File: src/rtl/clu_pkg.sv
// Shared definitions for the CLU sequencer slice.
// Op-codes, FSM states and datapath widths.
package clu_pkg;

  localparam int DATA_W = 4;
  localparam int RPT_W  = 2;

  localparam logic [2:0] OP_AND = 3'b000;
  localparam logic [2:0] OP_OR  = 3'b001;
  localparam logic [2:0] OP_XOR = 3'b010;
  localparam logic [2:0] OP_NOR = 3'b011;
  localparam logic [2:0] OP_SHL = 3'b100;
  localparam logic [2:0] OP_SHR = 3'b101;

  typedef enum logic [1:0] {
    IDLE,
    EXEC,
    RESP
  } state_t;

endpackage

File: src/rtl/clu_sequencer_clu.sv
// Single-step 4-bit combinational logic unit.
// Undefined codes yield zero; shifts move by one bit.
module clu_sequencer_clu
  import clu_pkg::*;
(
  input  logic [DATA_W-1:0] a,
  input  logic [DATA_W-1:0] b,
  input  logic [2:0]        ctrl,
  output logic [DATA_W-1:0] y,
  output logic              zero,
  output logic              sign
);

  always_comb begin
    y = '0;
    case (ctrl)
      OP_AND:  y = a & b;
      OP_OR:   y = a | b;
      OP_XOR:  y = a ^ b;
      OP_NOR:  y = ~(a | b);
      OP_SHL:  y = {a[DATA_W-2:0], 1'b0};
      OP_SHR:  y = {1'b0, a[DATA_W-1:1]};
      default: y = '0;
    endcase
  end

  assign zero = (y == '0);
  assign sign = y[DATA_W-1];

endmodule

File: src/rtl/clu_sequencer.sv
// Round-robin front end sharing one CLU between two requesters,
// repeating each op rpt+1 times with the result fed back as A.
module clu_sequencer
  import clu_pkg::*;
(
  input  logic              clk,
  input  logic              rst,
  input  logic [1:0]        req,
  input  logic [DATA_W-1:0] a0,
  input  logic [DATA_W-1:0] b0,
  input  logic [2:0]        ctrl0,
  input  logic [RPT_W-1:0]  rpt0,
  input  logic [DATA_W-1:0] a1,
  input  logic [DATA_W-1:0] b1,
  input  logic [2:0]        ctrl1,
  input  logic [RPT_W-1:0]  rpt1,
  output logic [1:0]        ack,
  output logic [1:0]        done,
  output logic [DATA_W-1:0] result,
  output logic              zero_flag,
  output logic              sign_flag,
  output logic              busy
);

  state_t state, state_n;

  logic [DATA_W-1:0] acc, acc_n;
  logic [DATA_W-1:0] b_lat, b_lat_n;
  logic [2:0]        ctrl_lat, ctrl_lat_n;
  logic [RPT_W-1:0]  cnt, cnt_n;
  logic              owner, owner_n;
  logic              last_grant, last_grant_n;
  logic [1:0]        ack_n, done_n;
  logic [DATA_W-1:0] result_n;
  logic              zero_n, sign_n;
  logic              grant;

  logic [DATA_W-1:0] clu_y;
  logic              clu_zero, clu_sign;

  clu_sequencer_clu u_clu (
    .a    (acc),
    .b    (b_lat),
    .ctrl (ctrl_lat),
    .y    (clu_y),
    .zero (clu_zero),
    .sign (clu_sign)
  );

  // On contention the requester that did not win last time goes first
  assign grant = (&req) ? ~last_grant : req[1];
  assign busy  = (state != IDLE);

  always_comb begin
    state_n      = state;
    acc_n        = acc;
    b_lat_n      = b_lat;
    ctrl_lat_n   = ctrl_lat;
    cnt_n        = cnt;
    owner_n      = owner;
    last_grant_n = last_grant;
    ack_n        = 2'b00;
    done_n       = 2'b00;
    result_n     = result;
    zero_n       = zero_flag;
    sign_n       = sign_flag;
    unique case (state)
      IDLE: begin
        if (|req) begin
          acc_n        = grant ? a1 : a0;
          b_lat_n      = grant ? b1 : b0;
          ctrl_lat_n   = grant ? ctrl1 : ctrl0;
          cnt_n        = grant ? rpt1 : rpt0;
          owner_n      = grant;
          last_grant_n = grant;
          ack_n        = grant ? 2'b10 : 2'b01;
          state_n      = EXEC;
        end
      end
      EXEC: begin
        acc_n = clu_y;
        if (cnt == '0) begin
          result_n = clu_y;
          zero_n   = clu_zero;
          sign_n   = clu_sign;
          done_n   = owner ? 2'b10 : 2'b01;
          state_n  = RESP;
        end else begin
          cnt_n = cnt - 1'b1;
        end
      end
      RESP:    state_n = IDLE;
      default: state_n = IDLE;
    endcase
  end

  always_ff @(posedge clk or posedge rst) begin
    if (rst) begin
      state      <= IDLE;
      acc        <= '0;
      b_lat      <= '0;
      ctrl_lat   <= '0;
      cnt        <= '0;
      owner      <= 1'b0;
      last_grant <= 1'b1;
      ack        <= 2'b00;
      done       <= 2'b00;
      result     <= '0;
      zero_flag  <= 1'b0;
      sign_flag  <= 1'b0;
    end else begin
      state      <= state_n;
      acc        <= acc_n;
      b_lat      <= b_lat_n;
      ctrl_lat   <= ctrl_lat_n;
      cnt        <= cnt_n;
      owner      <= owner_n;
      last_grant <= last_grant_n;
      ack        <= ack_n;
      done       <= done_n;
      result     <= result_n;
      zero_flag  <= zero_n;
      sign_flag  <= sign_n;
    end
  end

endmodule

File: config.mk
export PLATFORM = sky130hd
export DESIGN_NAME = clu_sequencer
export DESIGN_NICKNAME = d
export VERILOG_FILES = /design/src/rtl/clu_pkg.sv /design/src/rtl/clu_sequencer_clu.sv /design/src/rtl/clu_sequencer.sv
export SDC_FILE = /design/constraint.sdc
export NUM_CORES = 1
export LEC_CHECK = 0
export CORE_ASPECT_RATIO = 1.75
export CORE_MARGIN = 4
export CORE_UTILIZATION = 55
export CTS_BUF_LIST = sky130_fd_sc_hd__clkbuf_8
export CTS_CLUSTER_DIAMETER = 200
export DETAILED_ROUTE_END_ITERATION = 8
export PLACE_DENSITY = 0.95
export SLEW_MARGIN = 20
export SYNTH_ARGS = -nofsm -noshare
export SYNTH_HDL_FRONTEND = slang
export SYNTH_HIERARCHICAL = 1
export SYNTH_SLANG_ARGS = --single-unit
File: constraint.sdc
create_clock -name clk -period 4.8 [get_ports clk]
set_input_delay 0.48 -clock clk [delete_from_list [all_inputs] [get_ports clk]]
set_output_delay 0.48 -clock clk [all_outputs]
set_load 0.02 [all_outputs]
# Word-level counts from Yosys, hierarchy flattened
# Index checks and enable logic that the tools add are counted.
dict set report op_classes {
  add_sub_neg 1
  multipliers 0
  div_mod_pow 0
  order_cmp 0
  n_eq_ne 9
  shift 0
  n_mux 20
  bitwise 5
  reduce_logical 13
}
# cell n
set ops {}
lappend ops {{4-bit one-hot mux with 6 select lines} 1}
lappend ops {{2-bit two-way mux} 11}
lappend ops {{4-bit two-way mux} 3}
lappend ops {{2-bit AND reduction} 5}
lappend ops {{2-bit one-hot mux with 2 select lines} 2}
lappend ops {{4-bit one-hot mux with 2 select lines} 1}
lappend ops {{3-bit by 2-bit equality test with 1-bit output, second input constant} 2}
lappend ops {{3-bit equality test, second input constant} 2}
lappend ops {{2-bit != test, second input constant} 3}
lappend ops {{4-bit AND} 1}
lappend ops {{2-bit zero test} 2}
lappend ops {{4-bit zero test} 1}
lappend ops {{4-bit inverter} 1}
lappend ops {{4-bit OR} 1}
lappend ops {{2-bit nonzero test} 2}
lappend ops {{4-bit XOR} 1}
lappend ops {{3-bit by 1-bit equality test with 1-bit output, second input constant} 1}
lappend ops {{3-bit zero test} 1}
lappend ops {{3-bit two-way mux} 1}
lappend ops {{3-bit AND reduction} 1}
lappend ops {{2-bit by 1-bit equality test with 1-bit output, second input constant} 1}
lappend ops {{2-bit OR reduction} 1}
lappend ops {{2-bit by 1-bit subtractor with 2-bit output, second input constant} 1}
lappend ops {{1-bit two-way mux} 1}
lappend ops {{1-bit inverter} 1}
dict set report totals {
  reg_bits 27
  latch_bits 0
  mem_bits_rw 0
  rom_bits 0
  inputBits 30
  out_inout_bits 11
  elab_cells 60
  n_memories 0
}

# Logic depth before layout (Yosys ltp)
# Gate-level depths: netlist of the first run.
dict set report logic_depth {
  ltp_word 5
  ltp_mapped 8
  depth_no_buf 7
}

# Hierarchy
# Netlist of the first run, hierarchy kept.
# module instances cells_each area_per_inst_um2 seq_area_each_um2
set by_module_without_submodules {}
lappend by_module_without_submodules {clu_sequencer 1 99 1276.2 676.9}
lappend by_module_without_submodules {clu_sequencer_clu 1 49 405.4 0.0}

# Least setup slack after synthesis of the first run
# No wires, ideal clock.
dict set report synth_path {
  path_kind {register -> register}
  from {register acc[3]}
  to {register result[3]}
  setup_ns 0.125
  arrival_time_ns 1.495
  required_ns 4.675
  setup_slack_ns 3.181
  path_stages_with_launch 8
  path_buffers 1
  period_less_slack_ns 1.619
  cell_sequence {dfrtp_1 inv_1 ha_1 mux2_4 nand3b_1 nand3_2 buf_4 mux2_2}
}
dict set report synth_via {
  elab_chain_cells 3
  word_cells_on_any_way 5
  cone_classes {mux (1); bitwise (4)}
}
# item line
set synth_lines {}
lappend synth_lines {{start, declared} clu_sequencer.sv:27} ;# logic [DATA_W-1:0] acc, acc_n;
lappend synth_lines {{start signal, assigned} clu_sequencer.sv:113} ;# acc <= acc_n;
lappend synth_lines {{4-bit OR} {clu_sequencer_clu.sv:18, clu_sequencer_clu.sv:20}}
lappend synth_lines {{4-bit inverter} clu_sequencer_clu.sv:20} ;# OP_NOR: y = ~(a | b);
lappend synth_lines {{4-bit one-hot mux with 6 select lines *} clu_sequencer_clu.sv:16} ;# case (ctrl)
lappend synth_lines {{via clu_sign} clu_sequencer.sv:39} ;# logic clu_zero, clu_sign;
lappend synth_lines {{end signal, assigned} clu_sequencer.sv:121} ;# result <= result_n;
lappend synth_lines {{end, declared} clu_sequencer.sv:19} ;# output logic [DATA_W-1:0] result,
# Mark *: on every way through the listed nets, which the timed path passes. The rest lies on a longest branch.
# A chain may end at the register's enable or synchronous reset.

# Worst setup path in the final report of the first run
dict set report layout_path {
  from {register state[0]}
  to {output busy}
}
dict set report layout_via {
  elab_chain_cells 1
}
# item line
set layout_lines {}
lappend layout_lines {{start, declared} clu_sequencer.sv:25} ;# state_t state, state_n;
lappend layout_lines {{start signal, assigned} clu_sequencer.sv:112} ;# state <= state_n;
lappend layout_lines {{2-bit nonzero test} clu_sequencer.sv:52} ;# assign busy = (state != IDLE);
lappend layout_lines {{end, declared} clu_sequencer.sv:22} ;# output logic busy
# No other way between the ends.

==> results by group, run 1 <==
Logic synthesis
  • Cell taking the most area after synthesis: dfrtp_1
  • Register area share after synthesis: between 40 and 50%
  • Synth Register Bits: 27
  • Mapped Area: roughly 0.0017 mm²
  • Ys flop type: dfrtp_1
  • Post-synthesis cell count: 148
  • Netlist cell types: 40
  • Top cell type's share of synthesized area: about two fifths
  • Most numerous cell in the Yosys netlist: dfrtp_1
  • Yosys Warn Count: 6
  • Syn_area_per_cell: about 11 µm²
  • EDFF count, synth: 0
  • Top cells by area, synth: dfrtp_1 (39%), mux2_2 (9.4%), ha_1 (7.4%)
  • Syn_nets: between 150 and 200
  • Async SR Flop Fraction: between 90% and 100%
  • Most frequent cells after synthesis: dfrtp_1 (26), mux2_2 (14), inv_1 (12), ha_1 (10), mux2i_1 (10)

Die
  • Chip Height: about 81 µm
  • I/O pin total: 41
  • Die Wd: around 50 µm
  • Die footprint: just over 0.004 mm²
  • Starting density of the core: around 57%
  • Row Count: 26
  • Core Area: approximately 0.003 mm²

CTS
  • Clock buffer depth: 2
  • CTS resizes: 0
  • Setup Buffers After CTS: 0
  • Clk_lat worst skew: roughly 0.28 ns
  • # clock sinks: 27
  • CTS Buf Count: 3
  • Clk pin slew, worst setup/hold paths: about 0.090 ns
  • CTS tree: built
  • Root Driver: clkbuf_8
  • Maximum level of the CTS H-tree: 1
  • Hold-fix buffers, CTS: 0

STA
  • Fmax: 446 MHz
  • Final hold viol count: 0
  • Final Max Tran Viols: 0
  • Clk_skew: around 0.0063 ns
  • WHS: approximately 0.46 ns
  • Fin crit share: 46.7%
  • RSZ-0062 raised after global routing: no
  • Minimum clock period: 2.24 ns
  • Tightest Pin Transition: 0.562 ns
  • Slew headroom: between 60% and 70%
  • Final setup violation count: 0
  • Setup TNS: 0 ns

Placement
  • IO buf count: 40
  • Post-DP HPWL: 2.89 mm
  • Routability cong.: 0.787

Worst hold path
  • Hold Path Class: flop to flop
  • Worst hold path depth: 1
  • Min-delay src: owner
  • Hold path endpoint: done[0]

Detailed routing
  • Detailed router's first-iteration violation count: 23
  • Vias: between 1,000 and 1,500
  • Vias per inst: ~6.0
  • Residual DRC count: 0
  • Drt wl/cell: between 15 and 20 µm
  • Final ANT Viol Nets: 0
  • Routed WL: 3.65 mm
  • DRT Pass-1 Iters: 4

Cells and area
  • Area delta synth->final: 23.8%
  • Ant. Diodes: 0
  • Layout cells sized above 1: between 20% and 30%
  • # fillers: 218
  • Area of the multi-input gates: 878 µm²
  • Final core utilization: 71.1%
  • FF+latch area: roughly 680 µm²
  • Nets: 225

GRT
  • Largest net degree at the start of global routing: 28
  • Gr usage total: 20.2%
  • Number of global-route vias before repair: around 1,400
  • First-pass GRT wire length: 6.20 mm
  • Initial antenna violation count: 0
  • Total global routing overflow: 0

Worst setup path
  • R2r startpoint: ctrl_lat[0]
  • Crit path capture type: primary output
  • Crit Path Max Fanout: 8
  • Crit Reg-Reg Endpoint: zero_flag
  • Crit path cell chain: nor2_1, inv_1, clkdlybuf4s50_1
  • Register-to-Register Path Depth: 5
  • Critical Path Max Stage Delay: roughly 0.55 ns
  • Crit path DAT: roughly 1.8 ns
  • Slowest CP cell: clkdlybuf4s50_1
  • Critical path origin: state[0]
  • Setup Crit Path Kind: flop to primary output
  • CP startpoint kind: flop
  • CP required: between 4 and 5 ns
  • Reg2Reg Setup Slack: between 3 and 4 ns

Power and ir drop
  • P per Cell Area: about 630 mW/mm²
  • Comb pwr share: between 50% and 60%
  • Clock power share: approximately a tenth
  • Leakage power: around 0.00095 µW
  • Peak VDD IR: approximately 0.42 mV
  • Sequential power share: a little over a third
  • Net Sw Frac: a little over two fifths
  • Cell Int Power: around 760 µW
  • NetSw: roughly 550 µW

Job
  • Max Cap Viol: 0

Status
  • Status: completed
cell families after synthesis:
family | Yosys count | synth area share [%]
fa+ha+maj | 10 | 7.44
buf+inv | 20 | 7.51
mux | 26 | 17.1
simple gates | 35 | 13.1
compound gates | 29 | 14.1
xor+xnor | 1 | 0.521
flops | 27 | 40.3
layout make-up:
| type | instances | share of cell area (%) |
|---|---|---|
| clock inverters | 1 | 0.240 |
| well taps | 28 | 1.68 |
| flip-flops and latches | 27 | 32.5 |
| multi-input cells | 101 | 42.2 |
| inverters | 12 | 2.16 |
| clock buffers | 3 | 1.98 |
| repair buffers | 40 | 19.2 |
power by group through the flow:
stage | logic, µW | clock network, µW | registers [µW]
floorplan | 579 | 0 | 436
global route | 783 | 141 | 487
global placement | 668 | 0 | 461
finish | 705 | 131 | 468
CTS | 713 | 132 | 466
detailed placement | 707 | 0 | 472
worst max-delay path by stage:
stage	slack, ns	to	cells after the start
2_1_floorplan	3.18	result[3]	7
3_3_place_gp	2.53	ctrl_lat[0]	4
3_5_place_dp	2.47	b_lat[3]	4
4_1_cts	2.56	busy	3
5_1_grt	2.46	busy	3
6_report	2.56	busy	3
layer usage:
metal	part of all wire (%)	GRT usage [%]	vias up	routed length (µm)
met3	3.5	3.30	15	126
met2	55	36.9	35	2020
li1	-	-	600	-
met4	3.0	9.70	0	109
met5	0	0	-	0
met1	38	22.4	622	1400
worst max-delay path: cells and delay by family, from the launching register on:
family                 cells  cell delay, ns
buffers and inverters      2            0.63
and+or+nand+nor            1            0.36
DFF                        1            0.50
flip-flops by register name, summed over array words and instances, names as in the netlist:
register / flops
b_lat: 4
done: 2
acc: 4
sign_flag: 1
owner: 1
state: 2
cnt: 2
last_grant: 1
zero_flag: 1
ack: 2
ctrl_lat: 3
result: 4
placed cells by master (no fill, tap or decap), types with 3 or more instances in the layout:
master / instances
and2_1: 3
nand2_1: 7
mux2i_1: 10
mux2_2: 14
o211ai_1: 5
clkdlybuf4s50_1: 40
o21a_1: 3
inv_1: 11
dfrtp_1: 26
clkbuf_8: 3
o21ai_0: 6
nor2_1: 7
ha_1: 10
through the flow:
step / power [µW] / setup slack (ns) / area, µm² / std cells
floorplan: 1010 / 3.18 / 1680 / 148
global placement: 1130 / 2.53 / 2040 / 208
detailed placement: 1180 / 2.47 / 2040 / 208
CTS: 1310 / 2.56 / 2080 / 212
global route: 1410 / 2.46 / 2080 / 212
finish: 1300 / 2.56 / 2080 / 212
Power figures use the tool's default switching activity.
==> inputs of run 2 (changes only) <==
--- a/config.mk
+++ b/config.mk
@@ -7,11 +7,11 @@
 export LEC_CHECK = 0
 export CORE_ASPECT_RATIO = 1.75
 export CORE_MARGIN = 4
-export CORE_UTILIZATION = 55
+export CORE_UTILIZATION = 46
 export CTS_BUF_LIST = sky130_fd_sc_hd__clkbuf_8
 export CTS_CLUSTER_DIAMETER = 200
 export DETAILED_ROUTE_END_ITERATION = 8
-export PLACE_DENSITY = 0.95
+export PLACE_DENSITY = 0.89
 export SLEW_MARGIN = 20
 export SYNTH_ARGS = -nofsm -noshare
 export SYNTH_HDL_FRONTEND = slang
==> constraint.sdc (replaced) <==
create_clock -name clk -period 2 [get_ports clk]
set_input_delay 0.2 -clock clk [delete_from_list [all_inputs] [get_ports clk]]
set_output_delay 0.2 -clock clk [all_outputs]
set_load 0.02 [all_outputs]
==> results by group, run 2 (synthesized netlist as in run 1, its figures left out) <==
Status
  • Status: completed

Worst setup path
  • CP required: 1.80 ns (-2.52 ns)
  • Crit path DAT: 1.66 ns (-0.10 ns)
  • Reg2Reg Setup Slack: 0.17 ns (-2.84 ns)
  • Setup Crit Path Kind: flop to primary output
  • Crit path capture type: primary output
  • Crit Path Max Fanout: 8 (unchanged)
  • CP startpoint kind: flop

Cells and area
  • Nets: 231 (+2.7%)
  • FF+latch area: 677 µm² (unchanged)
  • Area delta synth->final: 27.9%
  • # fillers: 271 (+24%)
  • Layout cells sized above 1: 22.6% (+2.5 points)
  • Ant. Diodes: 0 (unchanged)
  • Area of the multi-input gates: 881 µm² (+0.28%)
  • Final core utilization: 62.0% (-9.1 points)
  • Commonest non-fill, non-tap cell in the layout: clkdlybuf4s50_1
  • Largest registers: acc (4), b_lat (4), result (4)
  • Commonest non-fill, non-tap cells in the layout: clkdlybuf4s50_1 (40), dfrtp_1 (26), mux2_2 (14), inv_1 (12)

Die
  • I/O pin total: 41 (unchanged)
  • Die footprint: 0.00473 mm² (+17%)
  • Row Count: 28 (+7.7%)
  • Die Wd: 53.7 µm (+7.8%)
  • Starting density of the core: 48.5% (-9.0 points)
  • Chip Height: 88.0 µm (+8.4%)
  • Core Area: 0.00347 mm² (+18%)

GRT
  • Number of global-route vias before repair: 1,354 (-0.66%)
  • Gr usage total: 17.9% (-2.3 points)
  • Total global routing overflow: 0 (unchanged)
  • Initial antenna violation count: 0 (unchanged)
  • Largest net degree at the start of global routing: 28 (unchanged)
  • First-pass GRT wire length: 6.08 mm (-2.0%)

STA
  • Setup TNS: 0 ns (unchanged)
  • Fin crit share: 93.0%
  • Minimum clock period: approximately 1.9 ns
  • Final setup violation count: 0 (unchanged)
  • Slack of the critical path: 0.139 ns (-2.42 ns)
  • Clk_skew: 0.00272 ns (-0.00358 ns)
  • Tightest Pin Transition: 0.535 ns (-0.0274 ns)
  • Final Max Tran Viols: 0 (unchanged)
  • Final hold viol count: 0 (unchanged)
  • Slew headroom: 64.3% (+1.9 points)
  • Fmax: 537 MHz
  • RSZ-0062 raised after global routing: no

CTS
  • Clk pin slew, worst setup/hold paths: 0.09 ns (about the same)
  • # clock sinks: 27 (unchanged)
  • Clock buffer depth: 2 (unchanged)
  • Root Driver: clkbuf_8
  • Setup Buffers After CTS: 0 (unchanged)
  • CTS Buf Count: 3 (unchanged)
  • CTS tree: built
  • Maximum level of the CTS H-tree: 1 (unchanged)
  • Clk_lat worst skew: 0.28 ns (about the same)

Detailed routing
  • Routed WL: 3.73 mm (+2.2%)
  • Final ANT Viol Nets: 0 (unchanged)
  • DRT Pass-1 Iters: 4 (unchanged)
  • Residual DRC count: 0 (unchanged)
  • Detailed router's first-iteration violation count: 33 (+43%)
  • Drt wl/cell: 15.9 µm (-7.8%)
  • Vias per inst: 5.34 (-11%)
  • Vias: 1,256 (-1.3%)

Power and ir drop
  • Comb pwr share: 56.3% (+2.2 points)
  • Leakage power: 0.000985 µW (+3.2%)
  • Clock power share: 9.7% (-0.4 points)
  • P per Cell Area: 1490 mW/mm² (+140%)
  • Peak VDD IR: 0.834 mV (+99%)
  • NetSw: 1330 µW (+140%)
  • Net Sw Frac: 41.5% (-0.52 points)
  • Cell Int Power: 1870 µW (+150%)
  • Sequential power share: 33.9% (-2.0 points)

Job
  • Max Cap Viol: 0 (unchanged)

Placement
  • Post-Place Worst Slack: 0.144 ns (-2.33 ns)
  • Routability cong.: 0.826 (+5.0%)
  • IO buf count: 40 (unchanged)
  • Post-DP HPWL: 3.08 mm (+6.9%)

Worst hold path
  • Hold Path Class: primary input to asynchronous set/reset pin
-- run 2: cell types whose count changed in the layout (fill, tap and decap cells not counted) --
| cell | change |
|---|---|
| buf_4 | +6 |
| inv_2 | -1 |
| inv_1 | +1 |
| nor2_1 | -1 |
| nor2_2 | +1 |
-- run 2: routing by layer --
metal	GRT usage, %	wire, µm
met1	17.5	1280
met2	34.9	2260
met3	1.70	114
met4	8.37	73
met5	0	0
-- run 2: final timing paths --
check,from,end,depth (start not counted)
max,state[0],busy,3
min,rst,done[0],3
min in group clk,owner,done[0],1
min reg2reg,owner,done[0],1
max in group asynchronous,rst,last_grant,3
max reg2reg,ctrl_lat[0],zero_flag,5
-- run 2: worst max-delay path: stages (launching register included) --
cell and delay, ns:
dfrtp_1 0.51, nor2_2 0.26, inv_1 0.07, clkdlybuf4s50_1 0.54
-- run 2: final cells by class --
cell class	count	area share, %
inverters	12	2.09
flip-flops and latches	27	31.5
multi-input cells	101	41.0
repair buffers	46	20.7
well taps	45	2.62
clock buffers	3	1.92
clock inverters	1	0.233
-- run 2: repair_timing --
item | CTS | global route
hold endpoints to repair | 0 | 0
gates resized for setup | 0 | 1
hold buffers | 0 | 0
endpoints found under the setup margin | 0 | 1
-- run 2: power groups by stage --
stage / clock, µW / combinational (µW) / sequential (µW)
3_3_place_gp: 0 / 1730 / 1080
3_5_place_dp: 0 / 1810 / 1090
4_1_cts: 317 / 1810 / 1080
5_1_grt: 338 / 1970 / 1120
2_1_floorplan: 0 / 1390 / 1050
6_report: 312 / 1800 / 1090
-- run 2: stage by stage --
step / hold slack [ns] / std cells / power (µW) / instance area (µm²)
after floorplan: 0.252 / 148 / 2440 / 1680
after global placement: 0.436 / 231 / 2810 / 2100
final: 0.265 / 235 / 3200 / 2150
after CTS: 0.275 / 235 / 3210 / 2150
after global routing: 0.301 / 235 / 3430 / 2150
after detailed placement: 0.443 / 231 / 2900 / 2100
